[config.mk]
export PLATFORM = sky130hd
export DESIGN_NAME = uart_rx_param
export DESIGN_NICKNAME = d
export VERILOG_FILES = /design/src/rtl/uart_pkg.sv /design/src/rtl/uart_baud_cnt.sv /design/src/rtl/uart_rx_param.sv
export SDC_FILE = /design/constraint.sdc
export NUM_CORES = 1
export LEC_CHECK = 0
export BUFFER_PORTS_ARGS = -buffer_cell sky130_fd_sc_hd__buf_2
export CAP_MARGIN = 10
export CORE_ASPECT_RATIO = 1.5
export CORE_MARGIN = 5
export CORE_UTILIZATION = 40
export CTS_BUF_LIST = sky130_fd_sc_hd__clkbuf_8
export DETAILED_ROUTE_END_ITERATION = 6
export HOLD_SLACK_MARGIN = 0.15
export REMOVE_ABC_BUFFERS = 1
export SYNTH_ARGS = -nofsm -noshare
export SYNTH_HDL_FRONTEND = slang
export SYNTH_SLANG_ARGS = --single-unit
[constraint.sdc]
create_clock -name clk -period 3.4 [get_ports clk]
set_input_delay 0 -clock clk [delete_from_list [all_inputs] [get_ports clk]]
set_output_delay 0 -clock clk [all_outputs]
set_load 0.005 [all_outputs]
[src/rtl/uart_pkg.sv]
// Shared UART definitions: receiver state encoding, baud-counter sizing and the
// parity helper used by both the receiver and the transmitter.
package uart_pkg;

    typedef enum logic [2:0] {
        ST_IDLE   = 3'd0,
        ST_START  = 3'd1,
        ST_DATA   = 3'd2,
        ST_PARITY = 3'd3,
        ST_STOP   = 3'd4
    } uart_rx_state_t;

    localparam int PARITY_MAX_BITS = 9;

    function automatic int cnt_width(input int div);
        return (div > 1) ? $clog2(div) : 1;
    endfunction

    // Expected parity bit; callers zero-extend narrower words, which leaves the XOR unchanged.
    function automatic logic calc_parity(input logic [PARITY_MAX_BITS-1:0] data, input logic odd);
        return (^data) ^ odd;
    endfunction

endpackage

[src/rtl/uart_baud_cnt.sv]
// Loadable baud down-counter; tick flags the zero count while enabled.
module uart_baud_cnt
    import uart_pkg::*;
#(
    parameter int BAUD_DIV = 2604,
    parameter int CW       = cnt_width(BAUD_DIV)
) (
    input  logic          clk,
    input  logic          rst,
    input  logic          load,
    input  logic [CW-1:0] load_val,
    input  logic          en,
    output logic          tick
);

    logic [CW-1:0] cnt_r;

    // Counter register: a load wins, otherwise count toward zero while enabled.
    always_ff @(posedge clk or posedge rst) begin
        if (rst) begin
            cnt_r <= {CW{1'b0}};
        end else if (load) begin
            cnt_r <= load_val;
        end else if (en && (cnt_r != {CW{1'b0}})) begin
            cnt_r <= cnt_r - {{(CW-1){1'b0}}, 1'b1};
        end else begin
            cnt_r <= cnt_r;
        end
    end

    assign tick = en && (cnt_r == {CW{1'b0}});

endmodule

[src/rtl/uart_rx_param.sv]
// Parametrised UART receiver with false-start rejection, parity/framing error
// flags and overrun detection.
module uart_rx_param
    import uart_pkg::*;
#(
    parameter int DATA_BITS  = 8,
    parameter int BAUD_DIV   = 2604,
    parameter int PARITY_EN  = 0,
    parameter int PARITY_ODD = 0,
    parameter int STOP_BITS  = 1
) (
    input  logic                 clk,
    input  logic                 rst,
    input  logic                 RX,
    input  logic                 clr_rdy,
    output logic [DATA_BITS-1:0] rx_data,
    output logic                 rdy,
    output logic                 parity_err,
    output logic                 frame_err,
    output logic                 overrun
);

    localparam int            CW        = cnt_width(BAUD_DIV);
    localparam logic [CW-1:0] HALF_LOAD = CW'(BAUD_DIV / 2 - 1);
    localparam logic [CW-1:0] FULL_LOAD = CW'(BAUD_DIV - 1);
    localparam logic [3:0]    LAST_BIT  = 4'(DATA_BITS - 1);
    localparam logic          STOP_LAST = 1'(STOP_BITS - 1);
    localparam logic          ODD_SEL   = 1'(PARITY_ODD);

    logic [1:0]           sync_r;
    logic                 rx_s;
    uart_rx_state_t       state_r, state_nxt_s;
    logic [3:0]           bit_cnt_r, bit_cnt_nxt_s;
    logic [DATA_BITS-1:0] shift_r, shift_nxt_s;
    logic                 par_err_r, par_err_nxt_s;
    logic                 stop_err_r, stop_err_nxt_s;
    logic                 stop_cnt_r, stop_cnt_nxt_s;
    logic [DATA_BITS-1:0] rx_data_r, rx_data_nxt_s;
    logic                 rdy_r, rdy_nxt_s;
    logic                 pe_r, pe_nxt_s;
    logic                 fe_r, fe_nxt_s;
    logic                 ovr_r, ovr_nxt_s;
    logic                 load_s;
    logic [CW-1:0]        load_val_s;
    logic                 tick_s;
    logic                 en_s;

    assign rx_s = sync_r[1];
    assign en_s = (state_r != ST_IDLE);

    uart_baud_cnt #(
        .BAUD_DIV (BAUD_DIV),
        .CW       (CW)
    ) u_baud_cnt (
        .clk      (clk),
        .rst      (rst),
        .load     (load_s),
        .load_val (load_val_s),
        .en       (en_s),
        .tick     (tick_s)
    );

    // Two-flop synchroniser for the asynchronous RX pin; idles high.
    always_ff @(posedge clk or posedge rst) begin
        if (rst) begin
            sync_r <= 2'b11;
        end else begin
            sync_r <= {sync_r[0], RX};
        end
    end

    // Frame sequencing and output-register next values.
    always_comb begin
        state_nxt_s    = state_r;
        bit_cnt_nxt_s  = bit_cnt_r;
        shift_nxt_s    = shift_r;
        par_err_nxt_s  = par_err_r;
        stop_err_nxt_s = stop_err_r;
        stop_cnt_nxt_s = stop_cnt_r;
        load_s         = 1'b0;
        load_val_s     = FULL_LOAD;
        rx_data_nxt_s  = rx_data_r;
        pe_nxt_s       = pe_r;
        fe_nxt_s       = fe_r;
        rdy_nxt_s      = rdy_r & ~clr_rdy;
        ovr_nxt_s      = ovr_r & ~clr_rdy;
        case (state_r)
            ST_IDLE: begin
                if (!rx_s) begin
                    load_s      = 1'b1;
                    load_val_s  = HALF_LOAD;
                    state_nxt_s = ST_START;
                end else begin
                    state_nxt_s = ST_IDLE;
                end
            end
            ST_START: begin
                if (tick_s && rx_s) begin
                    state_nxt_s = ST_IDLE;
                end else if (tick_s) begin
                    load_s         = 1'b1;
                    bit_cnt_nxt_s  = 4'd0;
                    par_err_nxt_s  = 1'b0;
                    stop_err_nxt_s = 1'b0;
                    stop_cnt_nxt_s = 1'b0;
                    state_nxt_s    = ST_DATA;
                end else begin
                    state_nxt_s = ST_START;
                end
            end
            ST_DATA: begin
                if (tick_s) begin
                    load_s        = 1'b1;
                    shift_nxt_s   = {rx_s, shift_r[DATA_BITS-1:1]};
                    bit_cnt_nxt_s = bit_cnt_r + 4'd1;
                    if (bit_cnt_r == LAST_BIT) begin
                        state_nxt_s = (PARITY_EN != 0) ? ST_PARITY : ST_STOP;
                    end else begin
                        state_nxt_s = ST_DATA;
                    end
                end else begin
                    state_nxt_s = ST_DATA;
                end
            end
            ST_PARITY: begin
                if (tick_s) begin
                    load_s        = 1'b1;
                    par_err_nxt_s = rx_s ^ calc_parity(9'(shift_r), ODD_SEL);
                    state_nxt_s   = ST_STOP;
                end else begin
                    state_nxt_s = ST_PARITY;
                end
            end
            ST_STOP: begin
                if (tick_s && (stop_cnt_r == STOP_LAST)) begin
                    // Completion takes priority over a coincident clr_rdy.
                    rx_data_nxt_s = shift_r;
                    pe_nxt_s      = par_err_r;
                    fe_nxt_s      = stop_err_r | ~rx_s;
                    rdy_nxt_s     = 1'b1;
                    ovr_nxt_s     = (rdy_r | ovr_r) & ~clr_rdy;
                    state_nxt_s   = ST_IDLE;
                end else if (tick_s) begin
                    load_s         = 1'b1;
                    stop_err_nxt_s = stop_err_r | ~rx_s;
                    stop_cnt_nxt_s = 1'b1;
                    state_nxt_s    = ST_STOP;
                end else begin
                    state_nxt_s = ST_STOP;
                end
            end
            default: begin
                state_nxt_s = ST_IDLE;
            end
        endcase
    end

    // Receiver state and registered outputs.
    always_ff @(posedge clk or posedge rst) begin
        if (rst) begin
            state_r    <= ST_IDLE;
            bit_cnt_r  <= 4'd0;
            shift_r    <= {DATA_BITS{1'b0}};
            par_err_r  <= 1'b0;
            stop_err_r <= 1'b0;
            stop_cnt_r <= 1'b0;
            rx_data_r  <= {DATA_BITS{1'b0}};
            rdy_r      <= 1'b0;
            pe_r       <= 1'b0;
            fe_r       <= 1'b0;
            ovr_r      <= 1'b0;
        end else begin
            state_r    <= state_nxt_s;
            bit_cnt_r  <= bit_cnt_nxt_s;
            shift_r    <= shift_nxt_s;
            par_err_r  <= par_err_nxt_s;
            stop_err_r <= stop_err_nxt_s;
            stop_cnt_r <= stop_cnt_nxt_s;
            rx_data_r  <= rx_data_nxt_s;
            rdy_r      <= rdy_nxt_s;
            pe_r       <= pe_nxt_s;
            fe_r       <= fe_nxt_s;
            ovr_r      <= ovr_nxt_s;
        end
    end

    assign rx_data    = rx_data_r;
    assign rdy        = rdy_r;
    assign parity_err = pe_r;
    assign frame_err  = fe_r;
    assign overrun    = ovr_r;

endmodule
### After elaboration in Yosys (flattened, before gate mapping)

Index checks and enable logic that the tools add are counted.

| operators by class | value |
|---|---|
| add/sub/neg operators | 2 |
| multiplexer cells | 35 |
| eq/ne operators | 11 |
| bitwise logic cells | 9 |
| reductions and logical operators | 19 |

Operators by type and width:

| operator | number |
|---|---|
| $mux W12 | 4 |
| $mux W1 | 16 |
| $pmux W3 S5 | 1 |
| $logic_not A12 Y1 | 1 |
| $mux W3 | 4 |
| $mux W4 | 3 |
| $ne A2 B2 Y1 const B | 6 |
| $reduce_bool A12 Y1 | 1 |
| $sub A12 B1 Y12 const B | 1 |
| $reduce_xor A9 Y1 | 1 |
| $pmux W4 S2 | 1 |
| $reduce_and A4 Y1 | 2 |
| $reduce_bool A2 Y1 | 4 |
| $eq A3 B2 Y1 const B | 2 |
| $pmux W1 S2 | 3 |
| $reduce_and A5 Y1 | 1 |
| $add A4 B1 Y4 const B | 1 |
| $eq A4 B3 Y1 const B | 1 |
| $logic_and A1 B1 Y1 | 4 |
| $mux W2 | 2 |
| $pmux W1 S4 | 1 |
| $reduce_and A2 Y1 | 2 |
| $and A1 B1 Y1 | 3 |
| $eq A3 B1 Y1 const B | 1 |
| other kinds (7) | 10 |

| word-level totals | value |
|---|---|
| register bits | 44 |
| input port bits | 4 |
| word-level logic and storage cells | 89 |

### Logic depth before layout (Yosys ltp)

Gate-level depths: netlist of run 1.

| depth | value |
|---|---|
| depth after elaboration | 6 |
| depth in mapped cells | 8 |
| gate-level depth less buffers | 7 |

### Cells and area by module

From an unflattened synthesis of run 1, not the netlist that was laid out.

| second synthesis, totals | value |
|---|---|
| cell total of the unflattened synthesis | 219 |
| area total of the unflattened synthesis | 2,346.0 µm² |

Modules (own cells, without submodules):

| module | cells each | times used | sequential area each (µm²) | area each (µm²) |
|---|---|---|---|---|
| uart_rx_param | 122 | 1 | 803.3 | 1,531.5 |
| uart_baud_cnt | 97 | 1 | 300.3 | 814.5 |

### Worst setup path before layout of run 1

OpenSTA, ideal clock, no wires.

| timing | value |
|---|---|
| path type | reg2reg |
| start point | register u_baud_cnt.cnt_r[0] |
| end point | register rx_data_r[0], in the netlist rx_data[0] |
| setup slack | 1.315 ns |
| cell stages (with the launch flop) | 8 |
| setup time | 0.125 ns |
| arrival | 1.960 ns |
| path buffers | 1 |
| data required time | 3.275 ns |
| cells stage by stage | dfrtp_1 > inv_1 > ha_1 > nor4b_4 > nand3_2 > or3_4 > buf_6 > mux2_4 |

| on the way | value |
|---|---|
| word-level cells in the longest chain between the ends | 4 |

Ends and longest elaborated chain:

| what | line | RTL |
|---|---|---|
| from (decl) | uart_baud_cnt.sv:16 | `logic [CW-1:0] cnt_r;` |
| from (signal assigned) | uart_baud_cnt.sv:21 | `cnt_r <= {CW{1'b0}};` |
| from (signal assigned) | uart_baud_cnt.sv:23 | `cnt_r <= load_val;` |
| from (signal assigned) | uart_baud_cnt.sv:25 | `cnt_r <= cnt_r - {{(CW-1){1'b0}}, 1'b1};` |
| $logic_not A12 Y1 | uart_baud_cnt.sv:31 | `assign tick = en && (cnt_r == {CW{1'b0}});` |
| $logic_and A1 B1 Y1 | uart_baud_cnt.sv:31 |  |
| $logic_and A1 B1 Y1 | uart_rx_param.sv:135 | `if (tick_s && (stop_cnt_r == STOP_LAST)) begin` |
| $reduce_and A2 Y1 (no source line) | -- |  |
| to (signal assigned) | uart_rx_param.sv:167 | `rx_data_r <= {DATA_BITS{1'b0}};` |
| to (signal assigned) | uart_rx_param.sv:179 | `rx_data_r <= rx_data_nxt_s;` |
| to (decl) | uart_rx_param.sv:38 | `logic [DATA_BITS-1:0] rx_data_r, rx_data_nxt_s;` |

No other way between the ends.
A chain may end at the register's enable or synchronous reset.

### Worst setup path after layout of run 1

| timing | value |
|---|---|
| start point | register u_baud_cnt.cnt_r[0] |
| end point | register u_baud_cnt.cnt_r[8] |

| on the way | value |
|---|---|
| word-level cells in the longest chain between the ends | 6 |

Ends and longest elaborated chain:

| what |
|---|
| parallel branches: the longest is 6 deep, another holds $sub A12 B1 Y12 |

Parallel ways; which one is timed is not known. The select of a mux whose other input is x is not followed.

==> results.py, run 1 <==
metrics = {
    "clock_tree": {
        "clockRootBuffer": "clkbuf_8",
        "clock-sinks": 44,
        "insertion_delay_ps": 290,
        "htreeDepth": 2,
        "path_clk_slew_ps": 80,
        "clockBufferDepth": 2,
        "cts_tree": "done",
        "cts_buffers": 5,
    },
    "synthesis": {
        "synth_edf_count": 0,
        "synth-async-reset-ratio": 1.00,
        "syn_area_sq_mm": 0.00217,
        "synth_cell_types": 49,
        "syn_avg_cell_area_sq_um": 11.1,
        "synth_xor_area_frac": 0.0565,
        "synth_compound_area_frac": 0.118,
        "ys_seq_elements": 44,
        "ys.flop_type": "dfrtp_1",
        "syn_inst": 195,
        "synthSimpleGateAreaFrac": 0.174,
        "ys_seq_area_frac": 0.508,
        "synthMuxAreaShare": 0.0979,
        "synth_top_family_by_area": "simple AND/OR/NAND/NOR gates",
        "synth_fa_ha_area_frac": 0.0173,
        "yosysWarnings": 0,
    },
    "pwr": {
        "ir_drop_mv": 0.279,
        "power_density_mw_per_mm2": 395,
        "leakagePower_nw": 1.15,
        "power_uw": 981,
    },
    "floorplanning": {
        "ios": 16,
        "num_rows": 33,
        "core-area_sq_mm": 0.00537,
        "dieArea_sq_mm": 0.00703,
        "die_h_um": 100,
        "die_w_um": 70.2,
        "initial_core_util": 0.405,
    },
    "drt": {
        "viasPerCell": 5.38,
        "drtIter0Drc": 75,
        "routed_wl_um": 4290,
        "wl_per_cell_um": 14.9,
        "drc_errors": 0,
        "vias": 1556,
        "antenna_left": 0,
        "first_pass_iters": 4,
    },
    "layout": {
        "drive_above_1_share": 0.228,
        "final_common_cell": "dfrtp_1",
        "antenna_cells": 0,
        "final_cell_mix": "dfrtp_1 (42), nor2_1 (15), buf_2 (15), nand2_1 (14)",
        "nets": 225,
        "area_delta_synth_final_pct": 14.2,
        "utilization": 0.462,
    },
    "grt": {
        "antenna_found_initial": 0,
        "grt_max_degree": 45,
        "grt_pass1_wl_um": 7750,
        "first_global_vias": 1708,
        "globalRouteOverflowTotal": 0,
        "track_usage": 0.138,
    },
    "hold_path": {
        "hold_path_depth": 2,
        "min_path_type": "in2reg",
    },
    "timing": {
        "setup_viol": 0,
        "worstMarginPinSlew_ps": 798,
        "timing.final.crit_share": 0.670,
        "slew_viol_final": 0,
        "whs_ps": 334,
        "fin_ws_ps": 1120,
        "rsz0062_at_grt": "no",
        "tns_ps": 0,
        "fin_crit_ps": 2280,
        "finClkSkew_ps": 4.42,
        "maxSlewHeadroom": 0.465,
        "hold_viol": 0,
        "fmax_ghz": 0.439,
    },
    "worst_setup_path": {
        "crit_end": "u_baud_cnt.cnt_r[8]",
        "cp.depth": 7,
        "critical_path.max_stage_delay_ps": 480,
        "r2r_start": "u_baud_cnt.cnt_r[0]",
        "cp-startpoint": "u_baud_cnt.cnt_r[0]",
        "path_delay_family": "simple AND/OR/NAND/NOR gates",
        "reg2reg_to": "u_baud_cnt.cnt_r[8]",
        "crit_fanout": 7,
        "path_cells": "inv_1 -> ha_1 -> nor4b_4 -> and3_1 -> a21oi_2 -> or4_1 -> a31o_1",
        "rrSetupSlack_ps": 1120,
        "cp-start-kind": "flop",
        "cp.buffers_inverters": 1,
        "slowest_stage": "or4_1",
        "crit_type": "reg2reg",
        "required_ps": 3590,
        "arrival_ps": 2470,
        "worstSetupEndpointType": "flop",
        "rr_worst_depth": 7,
    },
    "placed_design": {
        "port_buffers": 15,
        "hpwlAfterDp_um": 3070,
        "place_ws_ps": 1140,
        "globalplace.congestion": 0.845,
    },
    "status": {
        "outcome": "completed",
    },
    "job": {
        "cap_violations": 0,
    },
}
## where the power goes
part           internal, mW  total (mW)  switching (mW)
Combinational       0.00798      0.0235          0.0155
Clock                 0.259       0.431           0.172
Sequential            0.525       0.527         0.00164
Total                 0.792       0.981           0.189
## final cells by class
class | count | area, sq um
Clock inverter | 1 | 30.0
Fill cell | 534 | 2890
Timing Repair Buffer | 21 | 128
Tap cell | 70 | 87.6
Sequential cell | 44 | 1100
Clock buffer | 7 | 96.3
Inverter | 8 | 30.0
Multi-Input combinational cell | 138 | 1010
## synthesized netlist by cell type (2+ instances only)
master | n | area share
or4_1 | 3 | 0.010
nand3_1 | 5 | 0.012
ha_1 | 3 | 0.017
buf_2 | 2 | 0.0046
dfstp_2 | 2 | 0.024
mux2_2 | 10 | 0.052
a211oi_1 | 4 | 0.014
nand4_1 | 3 | 0.0086
xor2_1 | 6 | 0.024
o21ai_0 | 10 | 0.023
nor3_1 | 7 | 0.016
mux2_4 | 6 | 0.041
nand2_1 | 14 | 0.024
inv_1 | 8 | 0.014
nor2_1 | 15 | 0.026
xnor2_1 | 8 | 0.032
a21oi_1 | 8 | 0.018
nor2b_1 | 2 | 0.0058
a31oi_1 | 5 | 0.014
nand2b_1 | 2 | 0.0058
dfrtp_1 | 42 | 0.48
nor4_1 | 2 | 0.0058
a21o_1 | 2 | 0.0069
## kinds of logic (layout without fill, tap and decap cells)
family	Yosys count	count (layout)
and+or+nand+nor	64	64
DFF	44	44
AOI/OAI and AO/OA	40	40
muxes	17	17
xor gates and xnor gates	14	14
buffers and inverters	13	37
adders and majority gates	3	3
## sequential cells by signal (all words and copies together) (netlist names)
register,cells
bit_cnt_r,4
sync_r,2
parity_err,1
stop_err_r,1
rx_data,8
state_r,3
overrun,1
par_err_r,1
frame_err,1
rdy,1
stop_cnt_r,1
u_baud_cnt.cnt_r,12
shift_r,8
## per-stage QoR
| stage | cell area, sq um | instances |
|---|---|---|
| after floorplan | 2140 | 190 |
| after global placement | 2320 | 278 |
| after detailed placement | 2320 | 278 |
| after CTS | 2480 | 289 |
| after global routing | 2480 | 289 |
| final | 2480 | 289 |
## what timing repair did
item | 4_1_cts | 5_1_grt
gates resized for setup | 0 | 0
hold buffers | 3 | 0
buffers inserted | 0 | 0
endpoints found under the hold margin | 45 | 0
## worst min path at each step
stage,from,end,slack [ps]
2_1_floorplan,RX,sync_r[0],4
3_3_place_gp,RX,sync_r[0],110
3_5_place_dp,RX,sync_r[0],110
4_1_cts,RX,sync_r[0],330
5_1_grt,RX,sync_r[0],340
6_report,RX,sync_r[0],330
## per-layer routing
metal | GRT usage | wire, um
met4 | 0.0796 | 157
met2 | 0.242 | 2280
met5 | 0 | 0
met1 | 0.154 | 1760
met3 | 0.0301 | 91
(Power assumes the default switching activity.)
==> inputs of run 2 (changes only) <==
==> constraint.sdc (replaced) <==
create_clock -name clk -period 2.1 [get_ports clk]
set_input_delay 0 -clock clk [delete_from_list [all_inputs] [get_ports clk]]
set_output_delay 0 -clock clk [all_outputs]
set_load 0.005 [all_outputs]
==> run 2 against run 1 <==
Clock power increased by 75%. Combinational power increased by 92%. Non-clock buffer count increased by 17. Flip-flop and latch count unchanged. Die area unchanged. Setup slack got worse by 1100 ps. Clock skew increased by 2.1 ps. Critical path type unchanged.
==> results.py, run 2 (synthesis gave the netlist of run 1 again) <==
metrics = {
    "status": {
        "outcome": "completed",
    },
    "layout": {
        "final_common_cell": "dfrtp_1",
        "nets": 242,
        "final_cell_mix": "dfrtp_1 (42), buf_4 (20), buf_2 (15), nand2_1 (14), nor2_1 (14)",
        "utilization": 0.489,
        "antenna_cells": 0,
        "nFillCells": 527,
        "drive_above_1_share": 0.301,
        "top_register": "u_baud_cnt.cnt_r",
        "area_delta_synth_final_pct": 20.9,
        "largest_register_ff_count": 12,
    },
    "worst_setup_path": {
        "r2r_start": "u_baud_cnt.cnt_r[0]",
        "path_cells": "inv_2 -> ha_2 -> nor4b_4 -> nand3_2 -> or3_4 -> mux2_4",
        "cp.buffers_inverters": 1,
        "path_delay_family": "simple AND/OR/NAND/NOR gates",
        "critical_path.max_stage_delay_ps": 470,
        "worstSetupEndpointType": "flop",
        "cp-start-kind": "flop",
        "crit_type": "reg2reg",
        "required_ps": 2280,
        "arrival_ps": 2210,
        "crit_fanout": 12,
        "slowest_stage": "or3_4",
        "cp-startpoint": "u_baud_cnt.cnt_r[0]",
    },
    "floorplanning": {
        "die_h_um": 100,
        "num_rows": 33,
        "dieArea_sq_mm": 0.00703,
        "core-area_sq_mm": 0.00537,
        "initial_core_util": 0.405,
        "die_w_um": 70.2,
        "ios": 16,
    },
    "drt": {
        "drtIter0Drc": 63,
        "vias": 1590,
        "drc_errors": 0,
        "first_pass_iters": 4,
        "routed_wl_um": 4580,
        "viasPerCell": 5.20,
        "antenna_left": 0,
        "wl_per_cell_um": 15.0,
    },
    "job": {
        "cap_violations": 0,
    },
    "clock_tree": {
        "cts_tree": "done",
        "cts_buffers": 5,
        "clock-sinks": 44,
        "path_clk_slew_ps": 80,
        "htreeDepth": 2,
        "insertion_delay_ps": 290,
        "clockRootBuffer": "clkbuf_8",
        "clockBufferDepth": 2,
    },
    "pwr": {
        "leakagePower_nw": 1.24,
        "swShare": 0.191,
        "combPwrFrac": 0.027,
        "p_switching_uw": 315,
        "power_density_mw_per_mm2": 629,
        "clkPwrFrac": 0.458,
        "p_seq_frac": 0.515,
        "intPower_mw": 1.34,
        "ir_drop_mv": 0.386,
    },
    "timing": {
        "hold_viol": 0,
        "maxSlewHeadroom": 0.601,
        "fin_ws_ps": 69.0,
        "setup_viol": 0,
        "timing.final.crit_share": 0.967,
        "slew_viol_final": 0,
        "rsz0062_at_grt": "yes",
        "worstMarginPinSlew_ps": 595,
        "finClkSkew_ps": 6.55,
        "fin_crit_ps": 2030,
        "fmax_ghz": 0.492,
    },
    "grt": {
        "track_usage": 0.143,
        "globalRouteOverflowTotal": 0,
        "first_global_vias": 1666,
        "grt_max_degree": 17,
        "antenna_found_initial": 0,
        "grt_pass1_wl_um": 8010,
    },
    "placed_design": {
        "hpwlAfterDp_um": 3440,
        "place_ws_ps": 48.1,
        "port_buffers": 15,
        "globalplace.congestion": 0.817,
    },
    "hold_path": {
        "min_path_type": "in2async",
    },
}
## run 2: cell count changes in the layout (fill, tap and decap cells not counted)
cell | previous run | this run
inv_2 | 0 | 2
ha_2 | 0 | 1
and3_4 | 0 | 1
nor2_1 | 15 | 14
clkbuf_8 | 7 | 5
buf_4 | 3 | 20
ha_1 | 3 | 2
inv_1 | 7 | 6
and3_1 | 1 | 0
nor2_2 | 0 | 1
bufinv_16 | 1 | 2
## run 2: cell type report
type / count / area (sq um) / share of cell area
timing repair buffer: 38 / 255 / 0.0972
multi-input combinational: 138 / 1020 / 0.387
clock buffer: 5 / 68.8 / 0.0262
sequential: 44 / 1100 / 0.420
clock inverter: 3 / 63.8 / 0.0243
inverter: 8 / 30.0 / 0.0114
tap: 70 / 87.6 / 0.0334
## run 2: what timing repair did
action	4_1_cts	5_1_grt
setup endpoints to repair	0	13
hold endpoints to repair	45	0
resized for setup	0	5
hold buffers	3	0
setup buffers	0	3
## run 2: power by group through the flow
stage                     combinational (mW)  clock [mW]  sequential (mW)
after CTS                             0.0472       0.774            0.851
final                                 0.0452       0.756            0.851
after floorplan                       0.0224           0            0.868
after global routing                  0.0520       0.829            0.852
after detailed placement              0.0426           0            0.868
after global placement                0.0422           0            0.868
## run 2: path summary, 6_finish.rpt
check,end,cells past startpoint,slack [ps]
hold reg to reg,sync_r[1],0,360
setup / recovery,rx_data[3],6,70
hold / removal,stop_err_r,3,240
setup reg to reg,rx_data[3],6,70
min in group clk,sync_r[0],2,340
max in group asynchronous,sync_r[1],4,1240
## run 2: through the flow
| step | power (mW) | TNS (ps) | cells | hold WS (ps) | area, sq um |
|---|---|---|---|---|---|
| final | 1.65 | 0 | 306 | 235 | 2630 |
| after global routing | 1.73 | -61.8 | 306 | 276 | 2630 |
| after CTS | 1.67 | 0 | 303 | 246 | 2590 |
| after detailed placement | 0.911 | 0 | 292 | 19.7 | 2430 |
| after global placement | 0.910 | 0 | 292 | 12.9 | 2430 |
| after floorplan | 0.891 | 0 | 190 | 4.48 | 2140 |
## run 2: routing by layer
metal	up-vias	wire length (um)	global-route usage
met5	-	0	0
met4	0	68	0.0487
met3	6	92	0.0240
met2	24	2540	0.267
met1	776	1880	0.164
li1	784	-	-
## run 2: worst reg2reg max path, stage by stage (launching register included)
cell and delay [ps]:
dfrtp_1 410, inv_2 70, ha_2 160, nor4b_4 280, nand3_2 190, or3_4 470
mux2_4 330
